`src/rtl/i2c_target_if.sv`:
```
// i2c_target_if: pad-side I2C lines and register-write/status signals of the I2C target
interface i2c_target_if #(
    parameter int REG_AW = 4
);
    logic              scl_in;
    logic              sda_in;
    logic              sda_oe;
    logic [3:0]        state_out;
    logic              wr_strobe;
    logic [REG_AW-1:0] wr_addr;
    logic [7:0]        wr_data;
    logic              busy;
    modport slave  (input scl_in, sda_in, output sda_oe, state_out, wr_strobe, wr_addr, wr_data, busy);
    modport master (output scl_in, sda_in, input sda_oe, state_out, wr_strobe, wr_addr, wr_data, busy);
endinterface

```
`src/rtl/i2c_target.sv`:
```
// i2c_target: I2C target with a byte-wide register file, auto-incrementing pointer and write strobe
module i2c_target #(
    parameter logic [6:0] DEV_ADDR = 7'h39,
    parameter int         REG_AW   = 4
) (
    input logic         clk_ref,
    input logic         reset_n,
    i2c_target_if.slave bus
);
    typedef enum logic [3:0] {
        IDLE = 4'd0, ADDR = 4'd1, ADDR_ACK = 4'd2, PTR = 4'd3, PTR_ACK = 4'd4,
        WDATA = 4'd5, WDATA_ACK = 4'd6, RDATA = 4'd7, RDATA_ACK = 4'd8, WAIT_STOP = 4'd9
    } state_t;
    localparam int DEPTH = 1 << REG_AW;
    localparam logic [REG_AW-1:0] PTR_ONE = 1;
    logic [2:0]        r_scl, r_sda;
    state_t            r_state, w_state;
    logic [3:0]        r_cnt, w_cnt;
    logic [7:0]        r_shift, w_shift;
    logic [REG_AW-1:0] r_ptr, w_ptr;
    logic              r_sda_oe, w_oe;
    logic              r_busy, w_busy;
    logic              r_ptr_seen, w_ptr_seen;
    logic              r_rw, w_rw;
    logic              r_wr_strobe;
    logic [REG_AW-1:0] r_wr_addr;
    logic [7:0]        r_wr_data;
    logic [7:0]        r_regs [DEPTH];
    logic              w_we;
    logic              w_scl, w_scl_h, w_sda;
    logic              w_rise, w_fall, w_start, w_stop, w_match;
    logic [7:0]        w_byte, w_rd_byte;
    assign w_scl     = r_scl[1];
    assign w_scl_h   = r_scl[2];
    assign w_sda     = r_sda[1];
    assign w_rise    = w_scl & ~w_scl_h;
    assign w_fall    = ~w_scl & w_scl_h;
    assign w_start   = w_scl & w_scl_h & r_sda[2] & ~w_sda;
    assign w_stop    = w_scl & w_scl_h & ~r_sda[2] & w_sda;
    assign w_byte    = {r_shift[6:0], w_sda};
    assign w_rd_byte = r_regs[r_ptr];
    assign w_match   = r_shift[7:1] == DEV_ADDR;
    assign bus.sda_oe    = r_sda_oe;
    assign bus.state_out = r_state;
    assign bus.wr_strobe = r_wr_strobe;
    assign bus.wr_addr   = r_wr_addr;
    assign bus.wr_data   = r_wr_data;
    assign bus.busy      = r_busy;
    // Two sync flops plus a history flop per pad line; idle-high reset avoids false edges
    always_ff @(posedge clk_ref) begin
        if (!reset_n) begin
            r_scl <= 3'b111;
            r_sda <= 3'b111;
        end else begin
            r_scl <= {r_scl[1:0], bus.scl_in};
            r_sda <= {r_sda[1:0], bus.sda_in};
        end
    end
    // Next-state logic: START/STOP win, bits shift in on SCL rise, SDA changes on SCL fall
    always_comb begin
        w_state    = r_state;
        w_cnt      = r_cnt;
        w_shift    = r_shift;
        w_ptr      = r_ptr;
        w_oe       = r_sda_oe;
        w_busy     = r_busy;
        w_ptr_seen = r_ptr_seen;
        w_rw       = r_rw;
        w_we       = 1'b0;
        if (w_start) begin
            w_state = ADDR;
            w_cnt   = 4'd0;
            w_oe    = 1'b0;
        end else if (w_stop) begin
            w_state    = IDLE;
            w_oe       = 1'b0;
            w_busy     = 1'b0;
            w_ptr_seen = 1'b0;
        end else if (r_state != IDLE && r_state != WAIT_STOP) begin
            if (w_rise) begin
                w_shift = w_byte;
                w_cnt   = r_cnt + 4'd1;
                w_we    = r_state == WDATA && r_cnt == 4'd7;
                w_ptr   = w_we ? r_ptr + PTR_ONE : r_ptr;
            end else if (w_fall) begin
                case (r_state)
                    ADDR: if (r_cnt == 4'd8) begin
                        w_state = w_match ? ADDR_ACK : WAIT_STOP;
                        w_oe    = w_match;
                        w_busy  = r_busy | w_match;
                        w_rw    = r_shift[0];
                        w_cnt   = 4'd0;
                    end
                    ADDR_ACK: if (r_cnt == 4'd1) begin
                        w_state = r_rw ? RDATA : (r_ptr_seen ? WDATA : PTR);
                        w_oe    = r_rw & ~w_rd_byte[7];
                        w_cnt   = 4'd0;
                    end
                    PTR: if (r_cnt == 4'd8) begin
                        w_ptr      = r_shift[REG_AW-1:0];
                        w_ptr_seen = 1'b1;
                        w_state    = PTR_ACK;
                        w_oe       = 1'b1;
                        w_cnt      = 4'd0;
                    end
                    WDATA: if (r_cnt == 4'd8) begin
                        w_state = WDATA_ACK;
                        w_oe    = 1'b1;
                        w_cnt   = 4'd0;
                    end
                    PTR_ACK, WDATA_ACK: if (r_cnt == 4'd1) begin
                        w_state = WDATA;
                        w_oe    = 1'b0;
                        w_cnt   = 4'd0;
                    end
                    RDATA: if (r_cnt == 4'd8) begin
                        w_state = RDATA_ACK;
                        w_oe    = 1'b0;
                        w_ptr   = r_ptr + PTR_ONE;
                        w_cnt   = 4'd0;
                    end else begin
                        w_oe = ~w_rd_byte[3'd7 - r_cnt[2:0]];
                    end
                    RDATA_ACK: if (r_cnt == 4'd1) begin
                        w_state = r_shift[0] ? WAIT_STOP : RDATA;
                        w_oe    = ~r_shift[0] & ~w_rd_byte[7];
                        w_cnt   = 4'd0;
                    end
                    default: ;
                endcase
            end
        end
    end
    // Protocol state, pointer and write-strobe registers
    always_ff @(posedge clk_ref) begin
        if (!reset_n) begin
            r_state     <= IDLE;
            r_cnt       <= 4'd0;
            r_shift     <= 8'h00;
            r_ptr       <= '0;
            r_sda_oe    <= 1'b0;
            r_busy      <= 1'b0;
            r_ptr_seen  <= 1'b0;
            r_rw        <= 1'b0;
            r_wr_strobe <= 1'b0;
            r_wr_addr   <= '0;
            r_wr_data   <= 8'h00;
        end else begin
            r_state     <= w_state;
            r_cnt       <= w_cnt;
            r_shift     <= w_shift;
            r_ptr       <= w_ptr;
            r_sda_oe    <= w_oe;
            r_busy      <= w_busy;
            r_ptr_seen  <= w_ptr_seen;
            r_rw        <= w_rw;
            r_wr_strobe <= w_we;
            r_wr_addr   <= w_we ? r_ptr : r_wr_addr;
            r_wr_data   <= w_we ? w_byte : r_wr_data;
        end
    end
    // Register file: cleared by reset, survives STOP, written on each completed data byte
    always_ff @(posedge clk_ref) begin
        if (!reset_n) begin
            for (int i = 0; i < DEPTH; i++) r_regs[i] <= 8'h00;
        end else if (w_we) begin
            r_regs[r_ptr] <= w_byte;
        end
    end
endmodule

```
`src/flat_wrapper.sv`:
```
// flat-port wrapper written by rule: the top's interface ports become plain ports
module i2c_target_flat 
#(
    parameter logic [6:0] DEV_ADDR = 7'h39,
    parameter int         REG_AW   = 4
)
  (clk_ref, reset_n, bus_scl_in, bus_sda_in, bus_sda_oe, bus_state_out, bus_wr_strobe, bus_wr_addr, bus_wr_data, bus_busy);
  i2c_target_if #(.REG_AW(REG_AW)) bus_i ();
  input logic clk_ref;
  input logic reset_n;
  input wire logic [$bits(bus_i.scl_in)-1:0] bus_scl_in;
  input wire logic [$bits(bus_i.sda_in)-1:0] bus_sda_in;
  output wire logic [$bits(bus_i.sda_oe)-1:0] bus_sda_oe;
  output wire logic [$bits(bus_i.state_out)-1:0] bus_state_out;
  output wire logic [$bits(bus_i.wr_strobe)-1:0] bus_wr_strobe;
  output wire logic [$bits(bus_i.wr_addr)-1:0] bus_wr_addr;
  output wire logic [$bits(bus_i.wr_data)-1:0] bus_wr_data;
  output wire logic [$bits(bus_i.busy)-1:0] bus_busy;
  assign bus_i.scl_in = bus_scl_in;
  assign bus_i.sda_in = bus_sda_in;
  assign bus_sda_oe = bus_i.sda_oe;
  assign bus_state_out = bus_i.state_out;
  assign bus_wr_strobe = bus_i.wr_strobe;
  assign bus_wr_addr = bus_i.wr_addr;
  assign bus_wr_data = bus_i.wr_data;
  assign bus_busy = bus_i.busy;
  i2c_target #(.DEV_ADDR(DEV_ADDR), .REG_AW(REG_AW)) u_core (.clk_ref(clk_ref), .reset_n(reset_n), .bus(bus_i));
endmodule
```
`config.mk`:
```
export PLATFORM = sky130hd
export DESIGN_NAME = i2c_target_flat
export DESIGN_NICKNAME = d
export VERILOG_FILES = /design/src/rtl/i2c_target_if.sv /design/src/rtl/i2c_target.sv /design/src/flat_wrapper.sv
export SDC_FILE = /design/constraint.sdc
export NUM_CORES = 1
export LEC_CHECK = 0
export BUFFER_PORTS_ARGS = -buffer_cell sky130_fd_sc_hd__clkbuf_2
export CORE_MARGIN = 2
export CORE_UTILIZATION = 55
export DETAILED_ROUTE_END_ITERATION = 8
export GPL_ROUTABILITY_DRIVEN = 0
export PLACE_DENSITY_LB_ADDON = 0.15
export SKIP_CTS_REPAIR_TIMING = 1
export SYNTH_ARGS = -nofsm -noshare
export SYNTH_HDL_FRONTEND = slang
export SYNTH_SLANG_ARGS = --single-unit
```
`constraint.sdc`:
```
create_clock -name clk_ref -period 2.9 [get_ports clk_ref]
set_input_delay 0.58 -clock clk_ref [delete_from_list [all_inputs] [get_ports clk_ref]]
set_output_delay 0.58 -clock clk_ref [all_outputs]
set_load 0.01 [all_outputs]
```
==> flow_summary_export.csv, run 1 <==
group,metric,value,unit
critical_path,cp.arrival,2.90,ns
logic_synthesis,synthCells,699,
detailed_routing,ant_nets,0,
power,intPower,3.97,mW
critical_path,path_class,"flop to flop",
place,dp.cells,898,
logic_synthesis,netlist_area,0.00848,mm2
sta,worst_pin_slew,0.903,ns
cells_and_area,final_common_cell,"and2_1",
sta,setup_violations,0,
critical_path,end_kind,"flop",
clocking,cts_made_buffers,17,
clocking,cts_max_level,4,
power,comb_power_share,3.6,%
sta,setup_tns,0,ns
critical_path,critPathLaunchType,"flop",
sta,max_freq,392,MHz
global_routing,grt_use_total,25.0,%
detailed_routing,vias_per_cell,5.97,
floorplanning,rows,45,
job,cap_violations,0,
logic_synthesis,async_flop_share,0,%
clocking,cts.sinks,175,
hold_path,hold_class,"primary input to flop",
detailed_routing,post_drt_wl_per_cell,20.9,um
logic_synthesis,ys_types,58,
global_routing,grt_pass1_wl,30.3,mm
power,power_per_cell_area,541,mW/mm2
logic_synthesis,avgSynthCellArea,12.1,um2
detailed_routing,vias,5552,
cells_and_area,n_antenna_cell,0,
sta,final-max-slew-violation-count,0,
sta,clock_skew,0.0112,ns
clocking,clock_latency,0.44,ns
critical_path,cpLargestDelayFamily,"flip-flops",
detailed_routing,dr.first_iter.drc_count,577,
clocking,clkTransAtPathRegs,0.07,ns
floorplanning,initial_core_util,56.0,%
cells_and_area,fin_cells,930,
power,power.share.clock,41.7,%
logic_synthesis,ys_seq_area_share,56.4,%
cells_and_area,final_layout_size_suffix_gt1_share,17.0,%
sta,hold_violations,0,
critical_path,cp_data_required_time,3.25,ns
run_status,status,"complete, no violations",
floorplanning,die_w,128,um
cells_and_area,syn_to_final_growth,11.7,%
logic_synthesis,ys_warn_count,0,
floorplanning,ios,23,
power,swShare,22.6,%
place,numPortBuffers,22,
power,ir_drop,0.368,mV
critical_path,critical_path.max_stage_delay,0.83,ns
global_routing,gr-total-overflow,0,
power,p_leak,3.27,nW
global_routing,grt_pass1_vias,5465,
sta,relSlewSlack,39.5,%
detailed_routing,drt_first_pass_iters,5,
critical_path,critPathBufInv,0,
clocking,ctsLongestPathBuffers,2,
hold_path,worstHoldStart,"bus_sda_in",
logic_synthesis,ys_ff_latch,175,
global_routing,grt_antenna_before_repair,0,
global_routing,grt_max_degree,35,
cells_and_area,nets,743,
clocking,cts-root-buf,"clkbuf_16",
critical_path,crit_chain,"mux2_2 > nor3b_1 > nor4_1 > a2111oi_0 > a311oi_1 > a221oi_2",
sta,holdWs,0.322,ns
logic_synthesis,synth-main-ff-cell,"edfxtp_1",
detailed_routing,drt_wl_total,19.4,mm
critical_path,slowest_stage,"dfxtp_1",
critical_path,crit_fanout,17,
floorplanning,die_area,0.0164,mm2
cells_and_area,final_cell_mix,"and2_1, edfxtp_1, nand2_1, dfxtp_1, buf_4",
logic_synthesis,synth-edff-count,128,
place,dp_hpwl,13.1,mm
sta,rsz0062_at_grt,"false",
power,p_sw,1.16,mW
power,p_seq_share,54.6,%
floorplanning,core,0.0151,mm2
detailed_routing,drcViolationCount,0,
clocking,cts_tree,"yes",
power,power.total,5.13,mW
sta,period_share,87.9,%
floorplanning,dieHeight,128,um
logic_synthesis,syn_nets,713,
sta,period_needed,2.55,ns
## Yosys cell counts (4+ instances only)
library cell / number / area [um2]
and2_1: 132 / 826
edfxtp_1: 128 / 3840
nand2_1: 62 / 233
dfxtp_1: 47 / 941
clkbuf_1: 37 / 139
nor2_1: 35 / 131
o21ai_0: 28 / 140
mux4_2: 24 / 541
mux2i_1: 22 / 220
a21boi_0: 17 / 128
a21oi_1: 17 / 85.1
nor2b_1: 17 / 106
nand3_1: 12 / 60.1
buf_2: 10 / 50.1
ha_1: 10 / 125
nand2b_1: 10 / 62.6
inv_1: 9 / 33.8
mux4_1: 9 / 236
nor3_1: 7 / 35.0
nor3b_1: 5 / 37.5
nand3b_1: 4 / 30.0
## flip-flops by register name (all words and copies together), names as in the netlist, named ones only
register              flops
u_core.bus.sda_oe         1
u_core.r_ptr              4
u_core.bus.state_out      4
u_core.bus.wr_strobe      1
u_core.r_shift            8
u_core.r_sda              3
u_core.r_scl              3
u_core.r_regs           128
u_core.r_rw               1
u_core.r_cnt              4
u_core.bus.wr_addr        4
u_core.r_ptr_seen         1
u_core.bus.wr_data        8
u_core.bus.busy           1
## logic make-up after synthesis
| logic type | after synthesis | synth area share (%) |
|---|---|---|
| buffers and inverters | 61 | 3.16 |
| adder cells (fa/ha/maj) | 10 | 1.48 |
| XOR/XNOR | 1 | 0.103 |
| AND/OR/NAND/NOR | 300 | 19.3 |
| multiplexers | 58 | 12.2 |
| AO/OA/AOI/OAI | 94 | 7.41 |
| flip-flops | 175 | 56.4 |
## stage by stage
step	setup WS [ns]	area [um2]	utilization [%]
final	0.349	9470	62.5
after global routing	0.0848	9470	62.5
after floorplan	0.396	8480	-
after detailed placement	0.383	8930	58.9
after CTS	0.351	9470	62.5
after global placement	0.413	8930	58.9
## power by group through the flow
stage,logic (mW),clock network [mW],registers (mW)
after floorplan,0.111,0,2.84
after global placement,0.180,0,2.85
after detailed placement,0.184,0,2.86
after CTS,0.184,2.16,2.80
after global routing,0.199,2.24,2.81
final,0.186,2.14,2.80
## worst reg2reg max path: cells and delay by family, from the launching register on
family	cells	cell delay, ns
AOI/OAI and AO/OA	3	0.81
and+or+nand+nor	2	0.36
DFF	1	0.83
muxes	1	0.46
## layout make-up
| type | count | area [um2] |
|---|---|---|
| fill | 1120 | 5670 |
| sequential | 175 | 4780 |
| multi-input combinational | 463 | 3430 |
| timing repair buffer | 63 | 443 |
| clock buffer | 20 | 437 |
| tap | 188 | 235 |
| clock inverter | 12 | 109 |
| inverter | 9 | 33.8 |
## path summary, 6_finish.rpt
kind              depth (start not counted)                 to  slack (ns)
setup reg to reg                          6  u_core.bus.sda_oe        0.35
hold reg to reg                           1    u_core.r_sda[1]        0.41
hold / removal                            2    u_core.r_sda[0]        0.32
setup / recovery                          6  u_core.bus.sda_oe        0.35
## metal layers
metal  track usage, %  part of all wire, %
met5                0                    0
met2             39.2                   48
met1             34.0                   43
met3             6.01                  5.9
met4             9.89                  3.1
No activity file was read; power rests on OpenSTA's default activity.
==> run 2, diff against run 1 <==
BUFFER_PORTS_ARGS = unset   (was -buffer_cell sky130_fd_sc_hd__clkbuf_2)
CORE_ASPECT_RATIO = 1.4   (was unset)
DONT_BUFFER_PORTS = 1   (was unset)
==> flow_summary_export.csv, run 2 (synthesis results as in run 1) <==
group,metric,value,unit
run_status,status,"complete, no violations",
place,numPortBuffers,0,
floorplanning,die_area,0.0164,mm2
global_routing,grt_antenna_before_repair,0,
detailed_routing,met1_length,7.62,mm
power,power.total,5.18,mW
cells_and_area,fillers,1163,
sta,holdWs,0.229,ns
place,dp_hpwl,13.2,mm
cells_and_area,final_cell_area,0.00938,mm2
clocking,cts_tree,"yes",
global_routing,grt_pass1_vias,5446,
clocking,clkTransAtPathRegs,0.07,ns
critical_path,cp_data_required_time,3.21,ns
global_routing,grt_use_total,24.7,%
sta,rsz0062_at_grt,"false",
sta,setup_tns,0,ns
cells_and_area,final_cell_mix,"and2_1, edfxtp_1, nand2_1, dfxtp_1, buf_4",
floorplanning,dieHeight,151,um
clocking,cts_made_buffers,17,
sta,worst_pin_slew,0.791,ns
power,ir_drop,0.420,mV
clocking,cts_max_level,4,
detailed_routing,drt_first_pass_iters,5,
critical_path,end_kind,"flop",
detailed_routing,wl_met2,9.91,mm
detailed_routing,vias_per_cell,5.96,
detailed_routing,drt_wl_total,19.2,mm
clocking,ctsLongestPathBuffers,2,
detailed_routing,wl_met3,820,um
place,place_area,0.00880,mm2
cells_and_area,seq_area,0.00479,mm2
critical_path,critPathLaunchType,"flop",
sta,final-max-slew-violation-count,0,
cells_and_area,multi_input_area,0.00343,mm2
critical_path,crit_fanout,13,
clocking,clock_latency,0.43,ns
detailed_routing,highest_layer,"met4",
sta,period_share,88.0,%
sta,clock_skew,0.0120,ns
floorplanning,initial_core_util,56.3,%
power,p_leak,3.18,nW
global_routing,grt_pass1_wl,29.7,mm
floorplanning,die_w,109,um
cells_and_area,nets,718,
global_routing,gr-total-overflow,0,
floorplanning,ios,23,
clocking,cts.sinks,175,
sta,max_freq,392,MHz
global_routing,grt_max_degree,57,
detailed_routing,ant_nets,0,
detailed_routing,post_drt_wl_per_cell,21.1,um
sta,hold_violations,0,
cells_and_area,syn_to_final_growth,10.5,%
clocking,cts-root-buf,"clkbuf_16",
critical_path,cp.arrival,2.86,ns
cells_and_area,regMostFlops,"u_core.r_regs",
sta,relSlewSlack,47.0,%
sta,setup_violations,0,
cells_and_area,n_antenna_cell,0,
floorplanning,rows,53,
sta,period_needed,2.55,ns
critical_path,path_class,"flop to flop",
cells_and_area,final_layout_size_suffix_gt1_share,14.5,%
detailed_routing,dr.first_iter.drc_count,596,
hold_path,worstHoldStart,"reset_n",
cells_and_area,final_common_cell,"and2_1",
floorplanning,core,0.0151,mm2
hold_path,hold_class,"primary input to flop",
job,cap_violations,0,
detailed_routing,drcViolationCount,0,
power,power_per_cell_area,553,mW/mm2
detailed_routing,vias,5414,
cells_and_area,largest_reg_flops,128,
[run 2: cell count changes in the layout (fill, tap and decap cells not counted), sizes merged]
cell	before	now
clkbuf	42	18
buf	41	38
inv	13	16
clkinvlp	2	1
[run 2: path summary, 6_finish.rpt]
check / to / slack (ns) / cells past startpoint
min reg2reg: u_core.r_scl[1] / 0.42 / 1
max: u_core.bus.sda_oe / 0.35 / 6
max reg2reg: u_core.bus.sda_oe / 0.35 / 6
min: u_core.r_scl[2] / 0.23 / 1
[run 2: through the flow]
| stage | instances | worst slack (ns) | util [%] |
|---|---|---|---|
| 2_1_floorplan | 699 | 0.396 | - |
| 5_1_grt | 909 | 0.0963 | 62.3 |
| 3_3_place_gp | 877 | 0.323 | 58.4 |
| 4_1_cts | 909 | 0.228 | 62.3 |
| 3_5_place_dp | 877 | 0.281 | 58.4 |
| 6_report | 909 | 0.348 | 62.3 |
[run 2: critical path: stages, from the launching register on]
cell and delay, ns:
dfxtp_1 0.61, buf_4 0.30, a2111oi_0 0.12, nor4_1 0.71, a2111oi_0 0.25, a311oi_1 0.36
a221oi_2 0.09
[run 2: power by group]
part / internal (mW) / switching [mW]
clock network: 1.15 / 1.07
registers: 2.77 / 0.0314
logic: 0.0717 / 0.0920
total: 3.99 / 1.20
[run 2: layout make-up]
cell class	count	share of cell area (%)
Clock buffer	18	4.58
Inverter	9	0.360
Tap cell	192	2.56
Clock inverter	14	1.56
Sequential cell	175	51.0
Multi-Input combinational cell	463	36.6
Timing Repair Buffer	38	3.31
[run 2: routing by layer]
metal / global-route usage, % / vias up
met1: 29.6 / 2666
met2: 42.5 / 182
li1: - / 2524
met3: 3.70 / 42
met4: 13.1 / 0
met5: 0 / -
==> run 3, diff against run 2 <==
ABC_AREA = 1   (was unset)
==> flow_summary_export.csv, run 3 <==
group,metric,value,unit
logic_synthesis,ys_ff_latch,175,
sta,hold_violations,0,
place,dp.cells,1068,
logic_synthesis,ys_warn_count,0,
detailed_routing,dr.first_iter.drc_count,524,
sta,max_freq,397,MHz
critical_path,crit_fanout,9,
logic_synthesis,syn_nets,925,
detailed_routing,drcViolationCount,0,
sta,relSlewSlack,35.7,%
power,power_per_cell_area,598,mW/mm2
cells_and_area,fillers,1273,
cells_and_area,regMostFlops,"u_core.r_regs",
detailed_routing,drt_first_pass_iters,5,
detailed_routing,vias_per_cell,5.64,
power,p_sw,1.19,mW
cells_and_area,final_cell_mix,"nand2_1, nor2_1, edfxtp_1, nand3_1, inv_1",
critical_path,reg2reg_depth,10,
floorplanning,core,0.0144,mm2
global_routing,grt_max_degree,67,
logic_synthesis,async_flop_share,0,%
sta,clock_skew,0.00870,ns
clocking,ctsLongestPathBuffers,2,
logic_synthesis,netlist_top_cells_area,"edfxtp_1, dfxtp_1, nand2_1",
floorplanning,dieHeight,148,um
cells_and_area,nets,912,
sta,setup_tns,0,ns
cells_and_area,final_layout_size_suffix_gt1_share,8.89,%
logic_synthesis,synth_commonest_cells,"nand2_1, nor2_1, edfxtp_1, nand3_1, inv_1",
logic_synthesis,synthCells,911,
cells_and_area,fin_cells,1100,
run_status,status,"complete, no violations",
global_routing,gr-total-overflow,0,
hold_path,min_path_cells,1,
cells_and_area,syn_to_final_growth,9.31,%
clocking,clock_latency,0.42,ns
logic_synthesis,ys_types,33,
logic_synthesis,ys_seq_area_share,59.1,%
critical_path,cp.arrival,2.60,ns
sta,final-max-slew-violation-count,0,
power,p_leak,3.41,nW
critical_path,critPathLaunchType,"flop",
logic_synthesis,synth_top_area_cell,"edfxtp_1",
clocking,cts-root-buf,"clkbuf_16",
logic_synthesis,avgSynthCellArea,8.88,um2
global_routing,grt_use_total,26.5,%
hold_path,hold_class,"primary input to flop",
critical_path,r2r_slack,0.38,ns
sta,period_needed,2.52,ns
logic_synthesis,synth.most_common_cell,"nand2_1",
cells_and_area,n_antenna_cell,0,
clocking,clkTransAtPathRegs,0.07,ns
power,swShare,22.5,%
sta,rsz0062_at_grt,"false",
detailed_routing,vias,6206,
sta,worst_pin_slew,0.963,ns
detailed_routing,drt_wl_total,19.8,mm
clocking,cts_made_buffers,17,
logic_synthesis,synth_top_area_share,47.5,%
global_routing,grt_pass1_vias,6007,
power,intPower,4.10,mW
floorplanning,initial_core_util,56.0,%
sta,period_share,86.9,%
clocking,cts_tree,"yes",
power,ir_drop,0.430,mV
power,power.share.clock,44.1,%
logic_synthesis,synth-edff-count,128,
cells_and_area,final_common_cell,"nand2_1",
place,numPortBuffers,0,
floorplanning,die_w,107,um
logic_synthesis,synth-main-ff-cell,"edfxtp_1",
cells_and_area,utilization,61.3,%
cells_and_area,largest_reg_flops,128,
global_routing,grt_pass1_wl,31.2,mm
power,p_seq_share,53.0,%
floorplanning,ios,23,
clocking,cts_max_level,4,
critical_path,end_kind,"flop",
critical_path,path_class,"flop to flop",
place,dp_hpwl,13.5,mm
detailed_routing,post_drt_wl_per_cell,18.0,um
job,cap_violations,0,
floorplanning,rows,52,
critical_path,cp_data_required_time,2.99,ns
detailed_routing,ant_nets,0,
power,comb_power_share,2.9,%
clocking,cts.sinks,175,
floorplanning,die_area,0.0157,mm2
global_routing,grt_antenna_before_repair,0,
logic_synthesis,netlist_area,0.00809,mm2
sta,setup_violations,0,
[run 3: cell types whose count changed in the layout (fill, tap and decap cells not counted), moves of 22 or more]
cell,delta
buf_4,-25
nor2_1,+141
and2_1,-132
mux4_2,-24
nand2_1,+143
inv_1,+47
nand3_1,+96
mux2i_1,-22
[run 3: metrics by stage]
stage / hold slack (ns) / instance area [um2] / setup WS, ns / power, mW
after floorplan: 0.393 / 8090 / 0.778 / 2.96
after global placement: 0.399 / 8240 / 0.486 / 3.01
after detailed placement: 0.407 / 8240 / 0.417 / 3.01
after CTS: 0.224 / 8850 / 0.391 / 5.31
after global routing: 0.218 / 8850 / 0.188 / 5.43
final: 0.230 / 8850 / 0.381 / 5.29
[run 3: final timing paths]
path                                               from                    to
worst max register to register  u_core.bus.state_out[2]  u_core.r_regs[12][4]
worst min-delay path                            reset_n       u_core.r_sda[2]
worst min register to register          u_core.r_scl[0]       u_core.r_scl[1]
worst max-delay path            u_core.bus.state_out[2]  u_core.r_regs[12][4]
[run 3: cells by family (layout without fill, tap and decap cells)]
family / after synthesis / count (layout) / share of synthesized area (%)
buffers and inverters: 109 / 109 / 5.21
XOR/XNOR: 2 / 2 / 0.216
adder cells (fa/ha/maj): 10 / 10 / 1.55
AO/OA/AOI/OAI: 84 / 84 / 5.98
flip-flops: 175 / 175 / 59.1
AND/OR/NAND/NOR: 531 / 531 / 27.9
[run 3: power groups by stage]
stage,clock [mW],sequential (mW),combinational [mW]
2_1_floorplan,0,2.85,0.119
3_3_place_gp,0,2.86,0.147
3_5_place_dp,0,2.86,0.151
4_1_cts,2.35,2.81,0.152
5_1_grt,2.45,2.81,0.171
6_report,2.33,2.81,0.151
[run 3: area by class of cell]
type	count	area, um2	area share (%)
clock buffers	18	450	5.09
clock inverters	14	156	1.77
inverters	66	248	2.80
multi-input cells	627	2890	32.6
flip-flops and latches	175	4790	54.1
well taps	189	236	2.67
repair buffers	11	82.6	0.933
[run 3: layer usage]
layer | GRT usage [%] | share of wire (%)
met1 | 32.2 | 39
met2 | 46.8 | 53
met3 | 4.41 | 5.1
met4 | 10.6 | 2.9
met5 | 0 | 0
[run 3: critical path: stages (launching register included)]
cell	delay [ns]
dfxtp_1	0.49
nor2_1	0.14
a22oi_2	0.25
inv_2	0.07
nor2_2	0.16
inv_2	0.08
nor2_4	0.12
nand2_4	0.12
nor2_4	0.26
nand2_2	0.18
nand2_1	0.32
